$ cat src/rtl/dac_spi_writer_pkg.sv
// Shared definitions for the dual-channel DAC SPI writer: FSM states,
// frame-word layout and a helper that assembles one 16-bit command word.
package dac_pkg;

    localparam int WORD_LEN   = 16;
    localparam int CODE_W     = 12;

    // Command bit positions inside the 16-bit frame word.
    localparam int SEL_BIT    = 15;
    localparam int BUF_BIT    = 14;
    localparam int GA_N_BIT   = 13;
    localparam int SHDN_N_BIT = 12;

    typedef enum logic [2:0] {
        IDLE,
        SHIFT_A,
        GAP_A,
        SHIFT_B,
        GAP_B,
        LDAC,
        DONE
    } state_t;

    // Builds {sel, buf, ga_n, shdn_n=1, code}.
    function automatic logic [WORD_LEN-1:0] make_frame(
        input logic              sel,
        input logic              buf_en,
        input logic              ga_n,
        input logic [CODE_W-1:0] code
    );
        logic [WORD_LEN-1:0] w;
        w              = '0;
        w[SEL_BIT]     = sel;
        w[BUF_BIT]     = buf_en;
        w[GA_N_BIT]    = ga_n;
        w[SHDN_N_BIT]  = 1'b1;
        w[CODE_W-1:0]  = code;
        return w;
    endfunction

endpackage

$ cat src/rtl/dac_spi_writer_if.sv
// Host-side request/status signals plus the DAC-side SPI pins of the writer.
interface dac_spi_writer_if;
    import dac_pkg::*;

    logic              load;
    logic [CODE_W-1:0] code_a;
    logic [CODE_W-1:0] code_b;
    logic              cs_n;
    logic              sclk;
    logic              sdi;
    logic              ldac_n;
    logic              busy;
    logic              done;
    logic              overrun;

    // Host side: issues update requests and watches the pins/status.
    modport master (
        output load, code_a, code_b,
        input  cs_n, sclk, sdi, ldac_n, busy, done, overrun
    );

    // Writer side: consumes requests and drives the DAC pins/status.
    modport slave (
        input  load, code_a, code_b,
        output cs_n, sclk, sdi, ldac_n, busy, done, overrun
    );

endinterface

$ cat src/rtl/dac_spi_writer_bit_timer.sv
// SCLK phase generator: while running, toggles sclk every CLK_DIV cycles
// (starting low) and flags the end of each full bit period.
module spi_bit_timer #(
    parameter int CLK_DIV = 2
) (
    input  logic clk,
    input  logic rst,
    input  logic start,
    input  logic stop,
    output logic sclk,
    output logic bit_tick,
    output logic idle
);

    logic       running;
    logic       phase;
    logic [7:0] div_cnt;
    logic       half_end;

    assign half_end = running && (div_cnt == 8'(CLK_DIV - 1));

    // Half-period counter and sclk phase; stop forces sclk low immediately.
    always_ff @(posedge clk) begin
        // NOTE: state registers use non-blocking assignments so every flop
        // samples the pre-edge value of its neighbours.
        if (rst || stop) begin
            running <= 1'b0;
            phase   <= 1'b0;
            div_cnt <= '0;
        end else if (start) begin
            running <= 1'b1;
            phase   <= 1'b0;
            div_cnt <= '0;
        end else if (half_end) begin
            div_cnt <= '0;
            phase   <= ~phase;
        end else if (running) begin
            div_cnt <= div_cnt + 8'd1;
        end
    end

    assign sclk     = phase;
    // End of the high half: the next bit goes out together with the falling edge.
    assign bit_tick = half_end && phase;
    assign idle     = !running;

endmodule

$ cat src/rtl/dac_spi_writer.sv
// Dual-channel DAC writer: on load, captures both codes and sends frame A,
// a cs_n gap, frame B, a second gap, then strobes ldac_n to latch both.
module dac_spi_writer
    import dac_pkg::*;
#(
    parameter int CLK_DIV = 2,
    parameter int CS_GAP  = 2,
    parameter int LDAC_W  = 2,
    parameter int GAIN_1X = 1,
    parameter int BUF_EN  = 0
) (
    input logic             clk,
    input logic             rst,
    dac_spi_writer_if.slave bus
);

    state_t              state;
    state_t              next_state;
    logic [CODE_W-1:0]   code_b_q;
    logic [WORD_LEN-1:0] shift_q;
    logic [3:0]          bit_cnt;
    logic [7:0]          cnt_q;
    logic                overrun_q;

    logic t_start;
    logic t_stop;
    logic t_sclk;
    logic t_tick;
    logic t_idle;

    logic shifting;
    logic busy_w;
    logic last_bit;

    assign shifting = (state == SHIFT_A) || (state == SHIFT_B);
    assign busy_w   = (state != IDLE) && (state != DONE);
    assign last_bit = t_tick && (bit_cnt == 4'd0);

    spi_bit_timer #(
        .CLK_DIV (CLK_DIV)
    ) u_timer (
        .clk      (clk),
        .rst      (rst),
        .start    (t_start),
        .stop     (t_stop),
        .sclk     (t_sclk),
        .bit_tick (t_tick),
        .idle     (t_idle)
    );

    // Next-state logic and timer control for the fixed transfer sequence.
    always_comb begin
        // NOTE: every output of this block gets a default first, so no path
        // leaves a signal unassigned and no latch is inferred.
        next_state = state;
        t_start    = 1'b0;
        t_stop     = 1'b0;
        case (state)
            IDLE: begin
                if (bus.load) begin
                    next_state = SHIFT_A;
                    t_start    = t_idle;
                end
            end
            SHIFT_A: begin
                if (last_bit) begin
                    next_state = GAP_A;
                    t_stop     = 1'b1;
                end
            end
            GAP_A: begin
                if (cnt_q == 8'(CS_GAP - 1)) begin
                    next_state = SHIFT_B;
                    t_start    = t_idle;
                end
            end
            SHIFT_B: begin
                if (last_bit) begin
                    next_state = GAP_B;
                    t_stop     = 1'b1;
                end
            end
            GAP_B: begin
                if (cnt_q == 8'(CS_GAP - 1)) begin
                    next_state = LDAC;
                end
            end
            LDAC: begin
                // LDAC_W cycles low plus one release cycle before DONE.
                if (cnt_q == 8'(LDAC_W)) begin
                    next_state = DONE;
                end
            end
            DONE: begin
                next_state = IDLE;
            end
            default: begin
                next_state = IDLE;
            end
        endcase
    end

    // State register, code capture, shift register and cycle counters.
    always_ff @(posedge clk) begin
        if (rst) begin
            state     <= IDLE;
            code_b_q  <= '0;
            shift_q   <= '0;
            bit_cnt   <= '0;
            cnt_q     <= '0;
            overrun_q <= 1'b0;
        end else begin
            state     <= next_state;
            overrun_q <= bus.load && busy_w;

            if (next_state != state) begin
                cnt_q <= '0;
            end else if ((state == GAP_A) || (state == GAP_B) || (state == LDAC)) begin
                cnt_q <= cnt_q + 8'd1;
            end

            case (state)
                IDLE: begin
                    // Channel A goes straight into the shift register so its
                    // MSB is on sdi in the first SHIFT_A cycle; B waits in code_b_q.
                    if (bus.load) begin
                        code_b_q <= bus.code_b;
                        shift_q  <= make_frame(1'b0, BUF_EN != 0, GAIN_1X != 0, bus.code_a);
                        bit_cnt  <= 4'(WORD_LEN - 1);
                    end
                end
                GAP_A: begin
                    if (next_state == SHIFT_B) begin
                        shift_q <= make_frame(1'b1, BUF_EN != 0, GAIN_1X != 0, code_b_q);
                        bit_cnt <= 4'(WORD_LEN - 1);
                    end
                end
                SHIFT_A, SHIFT_B: begin
                    if (t_tick) begin
                        if (bit_cnt == 4'd0) begin
                            shift_q <= '0;
                        end else begin
                            shift_q <= {shift_q[WORD_LEN-2:0], 1'b0};
                            bit_cnt <= bit_cnt - 4'd1;
                        end
                    end
                end
                default: begin
                end
            endcase
        end
    end

    assign bus.cs_n    = !shifting;
    assign bus.sclk    = t_sclk;
    assign bus.sdi     = shifting ? shift_q[WORD_LEN-1] : 1'b0;
    assign bus.ldac_n  = !((state == LDAC) && (cnt_q < 8'(LDAC_W)));
    assign bus.busy    = busy_w;
    assign bus.done    = (state == DONE);
    assign bus.overrun = overrun_q;

endmodule
$ cat src/flat_wrapper.sv
// flat-port wrapper written by rule: the top's interface ports become plain ports
module dac_spi_writer_flat import dac_pkg::*;
#(
    parameter int CLK_DIV = 2,
    parameter int CS_GAP  = 2,
    parameter int LDAC_W  = 2,
    parameter int GAIN_1X = 1,
    parameter int BUF_EN  = 0
)
  (clk, rst, bus_load, bus_code_a, bus_code_b, bus_cs_n, bus_sclk, bus_sdi, bus_ldac_n, bus_busy, bus_done, bus_overrun);
  dac_spi_writer_if bus_i ();
  input logic clk;
  input logic rst;
  input wire logic [$bits(bus_i.load)-1:0] bus_load;
  input wire logic [$bits(bus_i.code_a)-1:0] bus_code_a;
  input wire logic [$bits(bus_i.code_b)-1:0] bus_code_b;
  output wire logic [$bits(bus_i.cs_n)-1:0] bus_cs_n;
  output wire logic [$bits(bus_i.sclk)-1:0] bus_sclk;
  output wire logic [$bits(bus_i.sdi)-1:0] bus_sdi;
  output wire logic [$bits(bus_i.ldac_n)-1:0] bus_ldac_n;
  output wire logic [$bits(bus_i.busy)-1:0] bus_busy;
  output wire logic [$bits(bus_i.done)-1:0] bus_done;
  output wire logic [$bits(bus_i.overrun)-1:0] bus_overrun;
  assign bus_i.load = bus_load;
  assign bus_i.code_a = bus_code_a;
  assign bus_i.code_b = bus_code_b;
  assign bus_cs_n = bus_i.cs_n;
  assign bus_sclk = bus_i.sclk;
  assign bus_sdi = bus_i.sdi;
  assign bus_ldac_n = bus_i.ldac_n;
  assign bus_busy = bus_i.busy;
  assign bus_done = bus_i.done;
  assign bus_overrun = bus_i.overrun;
  dac_spi_writer #(.CLK_DIV(CLK_DIV), .CS_GAP(CS_GAP), .LDAC_W(LDAC_W), .GAIN_1X(GAIN_1X), .BUF_EN(BUF_EN)) u_core (.clk(clk), .rst(rst), .bus(bus_i));
endmodule
$ cat config.mk
export PLATFORM = sky130hd
export DESIGN_NAME = dac_spi_writer_flat
export DESIGN_NICKNAME = d
export VERILOG_FILES = /design/src/rtl/dac_spi_writer_pkg.sv /design/src/rtl/dac_spi_writer_if.sv /design/src/rtl/dac_spi_writer_bit_timer.sv /design/src/rtl/dac_spi_writer.sv /design/src/flat_wrapper.sv
export SDC_FILE = /design/constraint.sdc
export NUM_CORES = 1
export LEC_CHECK = 0
export BUFFER_PORTS_ARGS = -buffer_cell sky130_fd_sc_hd__buf_2
export CORE_MARGIN = 2
export CORE_UTILIZATION = 27
export CTS_CLUSTER_SIZE = 30
export DETAILED_ROUTE_END_ITERATION = 12
export GPL_ROUTABILITY_DRIVEN = 0
export GPL_TIMING_DRIVEN = 0
export PLACE_DENSITY_LB_ADDON = 0.25
export SLEW_MARGIN = 20
export SYNTH_ARGS = -nofsm -noshare
export SYNTH_HDL_FRONTEND = slang
export SYNTH_SLANG_ARGS = --single-unit
export TNS_END_PERCENT = 30
$ cat constraint.sdc
create_clock -name clk -period 2.3 [get_ports clk]
set_input_delay 0.46 -clock clk [delete_from_list [all_inputs] [get_ports clk]]
set_output_delay 0.46 -clock clk [all_outputs]
set_load 0.005 [all_outputs]
==> Implementation_results.wiki, run 1 <==
{| class="wikitable"
! Metric !! Value
|-
| Status || finished, final reports clean
|-
| Filler instances || 1,100
|-
| Maximum ir drop on the vdd rail || 0.239 mV
|-
| Area share of and/or/nand/nor cells after synthesis || 25.3%
|-
| Number of antenna violations at the first check in global routing || 0
|-
| Worst min path class || input port to flip-flop
|-
| Ant. Diodes || 0
|-
| Critical path type || flip-flop to flip-flop
|-
| TNS Setup || 0 ns
|-
| Post-Synth Adder-Cell Area || 2.68%
|-
| Clock-pin transition on the worst setup and hold timing paths || 0.11 ns
|-
| Distinct cell type count of the synthesized netlist || 51
|-
| Proportion of synthesized chip area in sequential cells || 38.7%
|-
| Pin count of the biggest net entering global routing || 18
|-
| Iteration-0 DRC Markers || 158
|-
| Arrival time of data at the critical path endpoint || 2.51 ns
|-
| Top layer used by detailed routing || met4
|-
| Number of top-level design ports || 34
|-
| Highest clock frequency the design can meet || 440 MHz
|-
| Clk buf depth || 2
|-
| Final worst clock skew || 0.0114 ns
|-
| Slew headroom || 62.7%
|-
| Final hold vios || 0
|-
| Worst setup margin || 0.0252 ns
|-
| Standard-cell row count || 37
|-
| Share of cells above drive strength 1 || 27.0%
|-
| Count of antenna-violating nets left after detailed routing || 0
|-
| Unrepaired setup endpoints after global routing || yes
|-
| Cell at the root of the clock tree || sky130_fd_sc_hd__clkbuf_8
|-
| Finish-stage setup viols || 0
|-
| Number of enable-type register cells in the synthesized netlist || 0
|-
| Synth area leaders || sky130_fd_sc_hd__dfxtp_1, sky130_fd_sc_hd__nor2_1, sky130_fd_sc_hd__a221oi_2
|-
| Crit share post-route || 98.9%
|-
| Share of synthesized registers carrying an async set or reset || 0%
|-
| Floorplan die area || 11,200 um^2
|-
| CTS tree || built
|-
| Capturing element type of the critical path || flip-flop
|-
| Pre-CTS setup slack || -0.286 ns
|-
| Most instantiated library cell after synthesis || sky130_fd_sc_hd__dfxtp_1
|-
| Maximum fanout count along the critical path || 6
|-
| Core Region || 10,200 um^2
|-
| Area delta synth->final || 22.3%
|-
| Wire length on met3 || 270 um
|-
| Vias per Instance || 4.98
|-
| Post-synthesis net count || 356
|-
| Number of nets in the layout || 403
|-
| Vertical extent of the die || 106 um
|-
| Vias in the first global route || 2,372
|-
| Area of the multi-input gates || 1660 um^2
|-
| Routed length on met1 || 3.69 mm
|-
| Cell area after synthesis || 2800 um^2
|-
| Kind of start point of the critical path || flip-flop
|-
| Power density over the cells || 603 nW/um^2
|-
| Synth Area in Compound Gates || 23.0%
|-
| Via total after detailed routing || 2,527
|-
| IO Port Bufs || 32
|-
| Avg Synthesized Cell Area || 8.66 um^2
|-
| Time the final worst path needs with I/O delays and setup || 2.27 ns
|-
| Largest family of logic cells by synthesized area || simple AND/OR/NAND/NOR gates
|-
| Worst Hold Margin || 0.366 ns
|-
| Die span in x || 106 um
|-
| Req. time, crit path || 2.53 ns
|-
| TritonCTS Sinks || 54
|-
| Total power of the final layout || 2.06 mW
|-
| Number of design rule violations left after detail routing || 0
|-
| Slew Viols, Final || 0
|-
| Storage element area || 1090 um^2
|-
| Detailed placer's ending HPWL || 5.32 mm
|-
| Clock latency at the later pin of the worst-skew pair || 0.31 ns
|-
| Wire per inst || 14.5 um
|-
| Area share of the leading cell type in the synthesized netlist || 38.7%
|-
| Count of maximum capacitance violations || 0
|-
| Total length of routed met2 wires || 3.29 mm
|-
| Most frequent cells after synthesis || sky130_fd_sc_hd__dfxtp_1, sky130_fd_sc_hd__nor2_1, sky130_fd_sc_hd__nand2_1
|-
| Warnings, synthesis || 0
|-
| Cell type with the highest aggregate area in the netlist || sky130_fd_sc_hd__dfxtp_1
|-
| Proportion of synthesized area in mux cells || 0%
|-
| Final wirelength || 7.33 mm
|-
| Flop and latch count out of synthesis || 54
|-
| DRT Pass-1 Iters || 6
|-
| Overall global routing resource usage || 13.4%
|-
| Leakage || 1.28 nW
|-
| Xor and xnor fraction of the mapped netlist area || 5.01%
|-
| Total congestion overflow after global routing || 0
|-
| Main synth FF type || sky130_fd_sc_hd__dfxtp_1
|-
| Number of hold-repair buffers added at the cts stage || 0
|-
| Initial core utilization || 27.5%
|-
| Number of levels the H-tree was split into || 2
|-
| Num CTS Buffers || 5
|-
| Transition time at the pin with the least slew margin || 0.559 ns
|-
| Wire length of the first global-routing pass || 12.1 mm
|-
| Instance count of the mapped netlist || 323
|}
## critical path: stages, from the launching register on
cell and delay (ns):
sky130_fd_sc_hd__dfxtp_2 0.33, sky130_fd_sc_hd__inv_2 0.06, sky130_fd_sc_hd__ha_4 0.12, sky130_fd_sc_hd__nor4b_4 0.23
sky130_fd_sc_hd__a31oi_2 0.16, sky130_fd_sc_hd__or4_4 0.59, sky130_fd_sc_hd__a31o_4 0.31, sky130_fd_sc_hd__clkbuf_16 0.17
sky130_fd_sc_hd__a221oi_2 0.22
## cells by family (layout without fill, tap and decap cells)
logic type                 Yosys count  after routing
buffers and inverters               28             76
adders and majority gates            6              6
AOI/OAI and AO/OA                   80             80
and+or+nand+nor                    139            139
xor gates and xnor gates            16             16
DFF                                 54             54
## cells in the final DEF, fill, tap and decap left out, types with 4 or more instances in the layout
| cell type | count |
|---|---|
| sky130_fd_sc_hd__inv_1 | 6 |
| sky130_fd_sc_hd__clkbuf_1 | 6 |
| sky130_fd_sc_hd__clkbuf_8 | 6 |
| sky130_fd_sc_hd__nand2_1 | 34 |
| sky130_fd_sc_hd__nand4_1 | 9 |
| sky130_fd_sc_hd__nor2b_1 | 4 |
| sky130_fd_sc_hd__dfxtp_1 | 49 |
| sky130_fd_sc_hd__nand3_1 | 4 |
| sky130_fd_sc_hd__dfxtp_2 | 4 |
| sky130_fd_sc_hd__nor2_1 | 51 |
| sky130_fd_sc_hd__o21ai_0 | 4 |
| sky130_fd_sc_hd__ha_1 | 4 |
| sky130_fd_sc_hd__buf_4 | 12 |
| sky130_fd_sc_hd__xor2_1 | 10 |
| sky130_fd_sc_hd__a221oi_1 | 15 |
| sky130_fd_sc_hd__a22oi_1 | 12 |
| sky130_fd_sc_hd__a21oi_1 | 21 |
| sky130_fd_sc_hd__xnor2_1 | 6 |
| sky130_fd_sc_hd__buf_2 | 37 |
| sky130_fd_sc_hd__a221oi_2 | 9 |
## worst paths after layout
kind	from	to	slack (ns)	cells after the start
max	u_core.u_timer.div_cnt[1]$_SDFFE_PP0P_	u_core.shift_q[10]$_SDFFE_PP0P_	0.03	8
min	bus_code_b[11]	u_core.code_b_q[11]$_SDFFE_PP0P_	0.37	3
max reg2reg	u_core.u_timer.div_cnt[1]$_SDFFE_PP0P_	u_core.shift_q[10]$_SDFFE_PP0P_	0.03	8
min reg2reg	u_core.code_b_q[8]$_SDFFE_PP0P_	u_core.code_b_q[8]$_SDFFE_PP0P_	0.46	2
## cell type report
| cell class | count | area share [%] |
|---|---|---|
| timing repair buffer | 41 | 7.17 |
| buffer | 19 | 3.58 |
| multi-input combinational | 241 | 48.6 |
| sequential | 54 | 31.9 |
| inverter | 8 | 0.878 |
| clock inverter | 2 | 0.475 |
| tap | 136 | 4.97 |
| clock buffer | 6 | 2.41 |
## state kept, by name, summed over array words and instances (netlist names), 3 cells and up
register,flops
u_core.state,3
u_core.bit_cnt,4
u_core.u_timer.div_cnt,8
u_core.shift_q,16
u_core.cnt_q,8
u_core.code_b_q,12
## metrics by stage
step	area, um^2	instances	util [%]
floorplan	2800	323	-
global placement	3130	491	30.7
detailed placement	3130	491	30.7
CTS	3340	506	32.8
global route	3420	507	33.6
finish	3420	507	33.6
## layer usage
layer,track usage [%],vias to the layer above
li1,-,1274
met4,2.82,0
met5,0,-
met1,19.4,1190
met3,2.72,6
met2,20.6,57
## power breakdown
| group | internal (mW) | switching [mW] |
|---|---|---|
| registers | 0.998 | 0.0439 |
| logic | 0.193 | 0.252 |
| clock network | 0.249 | 0.327 |
## timing repair
item	4_1_cts	5_1_grt
gates cloned	1	1
buffers inserted	6	1
setup endpoints to repair	19	16
pin swaps	3	6
gates resized for setup	20	14
(Power assumes the default switching activity.)
==> run 2, diff against run 1 <==
- GPL_ROUTABILITY_DRIVEN: 0 -> unset
- SYNTH_HIERARCHICAL: unset -> 1
- clock period: 2.3 -> 2.5 ns (I/O delays scaled with it)
==> run 2 against run 1 <==
Against the previous run:
- cell area increased by 2.3%
- largest power group unchanged
- largest cell class unchanged
- die area rose by 4.0%
- critical endpoint is now u_core/bit_cnt[2]$_SDFFE_PP0P_
- clock skew grew 0.0019 ns
- synthesized area grew 4.2%
- the run now ends with setup timing left
- wire length is 3.9% higher
- non-clock buffer count increased by 3
- clock power shrank 13%
- fmax decreased by 10%
- worst hold slack improved by 0.0094 ns
- flip-flop and latch count unchanged
- clock-buffer cell count is the same
- critical path depth up 1
==> Implementation_results.wiki, run 2 <==
{| class="wikitable"
! Metric !! Value
|-
| Status || finished, violations left
|-
| Violations in the final reports || setup timing
|-
| Sequential share of power || 50.4% (about the same)
|-
| Pin count of the biggest net entering global routing || 17 (-1)
|-
| Unrepaired setup endpoints after global routing || yes
|-
| Distinct cell type count of the synthesized netlist || 54 (+5.9%)
|-
| Cell at the root of the clock tree || sky130_fd_sc_hd__clkbuf_8
|-
| Detailed placer's ending HPWL || 5.55 mm (+4.2%)
|-
| Num CTS Buffers || 5 (unchanged)
|-
| Main synth FF type || sky130_fd_sc_hd__dfxtp_1
|-
| Slew Viols, Final || 0 (unchanged)
|-
| Most frequent cells in the layout || sky130_fd_sc_hd__dfxtp_1, sky130_fd_sc_hd__nand2_1, sky130_fd_sc_hd__a21oi_1, sky130_fd_sc_hd__buf_2, sky130_fd_sc_hd__nor2_1
|-
| Slew headroom || 54.8% (-7.9 points)
|-
| Cell type with the highest aggregate area in the netlist || sky130_fd_sc_hd__dfxtp_1
|-
| Crit share post-route || 102% (+2.7 points)
|-
| Worst min path class || input port to flip-flop
|-
| Clk buf depth || 2 (unchanged)
|-
| Most frequent cells after synthesis || sky130_fd_sc_hd__dfxtp_1, sky130_fd_sc_hd__nand2_1, sky130_fd_sc_hd__a21oi_1
|-
| Logic pwr share || 23.3% (+1.7 points)
|-
| Die span in x || 108 um (+2.0%)
|-
| Synth area leaders || sky130_fd_sc_hd__dfxtp_1, sky130_fd_sc_hd__a21oi_1, sky130_fd_sc_hd__nand2_1
|-
| Share of the core filled with cells in the final layout || 33.6% (about the same)
|-
| Power density over the cells || 543 nW/um^2 (-10%)
|-
| Finish-stage setup viols || 7 (+7)
|-
| Share of synthesized registers carrying an async set or reset || 0% (unchanged)
|-
| Number of antenna violations at the first check in global routing || 0 (unchanged)
|-
| Capturing element type of the critical path || flip-flop
|-
| Cell-internal power || 1.31 mW (-8.9%)
|-
| Flop and latch count out of synthesis || 54 (unchanged)
|-
| Vias in the first global route || 2,466 (+4.0%)
|-
| Avg Synthesized Cell Area || 8.37 um^2 (-3.3%)
|-
| Cell area after synthesis || 2910 um^2 (+4.2%)
|-
| Count of maximum capacitance violations || 0 (unchanged)
|-
| Critical path type || flip-flop to flip-flop
|-
| Arrival time of data at the critical path endpoint || 2.78 ns (+0.27 ns)
|-
| Maximum fanout count along the critical path || 6 (unchanged)
|-
| Clock share of power || 26.3% (-1.6 points)
|-
| Number of levels the H-tree was split into || 2 (unchanged)
|-
| Overall global routing resource usage || 13.1% (-0.26 points)
|-
| IO Port Bufs || 33 (+3.1%)
|-
| Final hold vios || 0 (unchanged)
|-
| Register containing the most flip-flops in the final layout || u_core/shift_q
|-
| Max FFs per register || 16 (unchanged)
|-
| Transition time at the pin with the least slew margin || 0.678 ns (+0.119 ns)
|-
| Clock latency at the later pin of the worst-skew pair || 0.32 ns (about the same)
|-
| Maximum ir drop on the vdd rail || 0.198 mV (-17%)
|-
| Number of design rule violations left after detail routing || 0 (unchanged)
|-
| Time the final worst path needs with I/O delays and setup || 2.54 ns (+0.265 ns)
|-
| CTS tree || built
|-
| Most common library cell in the layout ignoring fill and taps || sky130_fd_sc_hd__dfxtp_1
|-
| Area share of the leading cell type in the synthesized netlist || 37.1% (-1.6 points)
|-
| Core Region || 10,400 um^2 (+2.3%)
|-
| Warnings, synthesis || 6 (+6)
|-
| Top flop regs || u_core/shift_q (16), u_core/code_b_q (12)
|-
| Wire per inst || 14.3 um (-0.77%)
|-
| Leakage || 1.27 nW (-1.0%)
|-
| Share of cells above drive strength 1 || 26.3% (-0.63 points)
|-
| Via total after detailed routing || 2,600 (+2.9%)
|-
| Standard-cell row count || 37 (unchanged)
|-
| Final wirelength || 7.62 mm (+3.9%)
|-
| Proportion of synthesized chip area in sequential cells || 37.1% (-1.6 points)
|-
| Highest clock frequency the design can meet || 394 MHz (-10%)
|-
| Area delta synth->final || 20.1%
|-
| TNS Setup || -0.116 ns (-0.116 ns)
|-
| Number of top-level design ports || 34 (unchanged)
|-
| Clock-pin transition on the worst setup and hold timing paths || 0.11 ns (about the same)
|-
| Vias per Instance || 4.90 (-1.8%)
|-
| Worst setup margin || -0.0399 ns (-0.0651 ns)
|-
| Vertical extent of the die || 108 um (+2.0%)
|-
| Total congestion overflow after global routing || 0 (unchanged)
|-
| TritonCTS Sinks || 54 (unchanged)
|-
| Most instantiated library cell after synthesis || sky130_fd_sc_hd__dfxtp_1
|-
| Filler instances || 1,137 (+3.4%)
|-
| Req. time, crit path || 2.74 ns (+0.21 ns)
|-
| Post-synthesis net count || 381 (+7.0%)
|-
| Instance count of the mapped netlist || 348 (+7.7%)
|-
| Switching Power || 0.588 mW (-5.5%)
|-
| Number of enable-type register cells in the synthesized netlist || 0 (unchanged)
|-
| Fraction of power spent switching nets || 31.0% (+0.76 points)
|-
| Floorplan die area || 11,600 um^2 (+4.0%)
|-
| Iteration-0 DRC Markers || 107 (-32%)
|-
| Kind of start point of the critical path || flip-flop
|-
| Initial core utilization || 28.0% (+0.52 points)
|-
| DRT Pass-1 Iters || 4 (-2)
|-
| Wire length of the first global-routing pass || 12.2 mm (+0.22%)
|-
| Count of antenna-violating nets left after detailed routing || 0 (unchanged)
|-
| Gp weighted congestion || 0.772
|-
| Number of nets in the layout || 427 (+6.0%)
|-
| Final worst clock skew || 0.0133 ns (+0.00188 ns)
|-
| Ant. Diodes || 0 (unchanged)
|}
run 2: cell types whose count changed after synthesis, sizes merged, moves of 7 or more:
cell    before  now
a21oi       22   51
a221oi      24   13
a22oi       12    0
a311oi       2   12
nand2       35   50
nand3        5   19
nor2        51   26
o21ai        4   11
run 2: kinds of logic after synthesis:
group,share of synthesized area [%]
and+or+nand+nor,24.6
adders and majority gates,2.58
xor gates and xnor gates,3.91
buffers and inverters,6.23
DFF,37.1
AOI/OAI and AO/OA,25.6
run 2: critical path, stage by stage (launching register included):
cell and delay [ns]:
sky130_fd_sc_hd__dfxtp_2 0.37, sky130_fd_sc_hd__ha_2 0.17, sky130_fd_sc_hd__or4b_4 0.48, sky130_fd_sc_hd__nor3_4 0.29, sky130_fd_sc_hd__nand4bb_1 0.20, sky130_fd_sc_hd__a21oi_4 0.27
sky130_fd_sc_hd__nand3b_4 0.11, sky130_fd_sc_hd__buf_8 0.15, sky130_fd_sc_hd__a311o_1 0.35, sky130_fd_sc_hd__o41ai_2 0.05
run 2: cell type report:
| type | count | area [um^2] | share of cell area [%] |
|---|---|---|---|
| Buffer | 23 | 151 | 4.32 |
| Tap cell | 136 | 170 | 4.86 |
| Sequential cell | 54 | 1080 | 31.0 |
| Timing Repair Buffer | 40 | 230 | 6.58 |
| Clock buffer | 6 | 72.6 | 2.07 |
| Inverter | 12 | 45.0 | 1.29 |
| Clock inverter | 2 | 13.8 | 0.393 |
| Multi-Input combinational cell | 258 | 1730 | 49.5 |
run 2: what timing repair did:
action / in CTS / in global routing
hold buffers: 0 / 0
gates resized for setup: 11 / 14
pin swaps: 6 / 5
setup buffers: 5 / 2
endpoints found under the setup margin: 29 / 25
run 2: path summary, 6_finish.rpt:
| check | start | to | slack (ns) | depth (start not counted) |
|---|---|---|---|---|
| setup / recovery | u_core/u_timer/div_cnt[0]$_SDFFE_PP0P_ | u_core/bit_cnt[2]$_SDFFE_PP0P_ | -0.04 | 9 |
| setup reg to reg | u_core/u_timer/div_cnt[0]$_SDFFE_PP0P_ | u_core/bit_cnt[2]$_SDFFE_PP0P_ | -0.04 | 9 |
| hold / removal | rst | u_core/u_timer/running$_SDFFE_PP0P_ | 0.38 | 2 |
| hold reg to reg | u_core/code_b_q[11]$_SDFFE_PP0P_ | u_core/code_b_q[11]$_SDFFE_PP0P_ | 0.46 | 2 |
run 2: power by group through the flow:
stage | clock network (mW) | registers [mW] | logic, mW
4_1_cts | 0.519 | 0.956 | 0.416
5_1_grt | 0.550 | 0.966 | 0.485
3_3_place_gp | 0 | 0.974 | 0.384
2_1_floorplan | 0 | 0.965 | 0.291
3_5_place_dp | 0 | 0.975 | 0.388
6_report | 0.500 | 0.958 | 0.442
run 2: per-stage QoR:
step           hold slack, ns  power [mW]  std cells  setup WS (ns)  instance area [um^2]
2_1_floorplan           0.437        1.26        348        0.00403                  2910
3_3_place_gp            0.444        1.36        517         -0.456                  3250
3_5_place_dp            0.448        1.36        517         -0.508                  3250
4_1_cts                 0.364        1.89        529        -0.0269                  3430
5_1_grt                 0.365        2.00        531         -0.134                  3500
6_report                0.375        1.90        531        -0.0399                  3500
run 2: per-layer routing:
layer  part of all wire (%)  GRT usage (%)  wire length (um)
met5                      0              0                 0
met4                    1.3           4.12                97
met3                    3.3           2.48               250
met1                     48           17.3              3680
met2                     47           21.6              3590
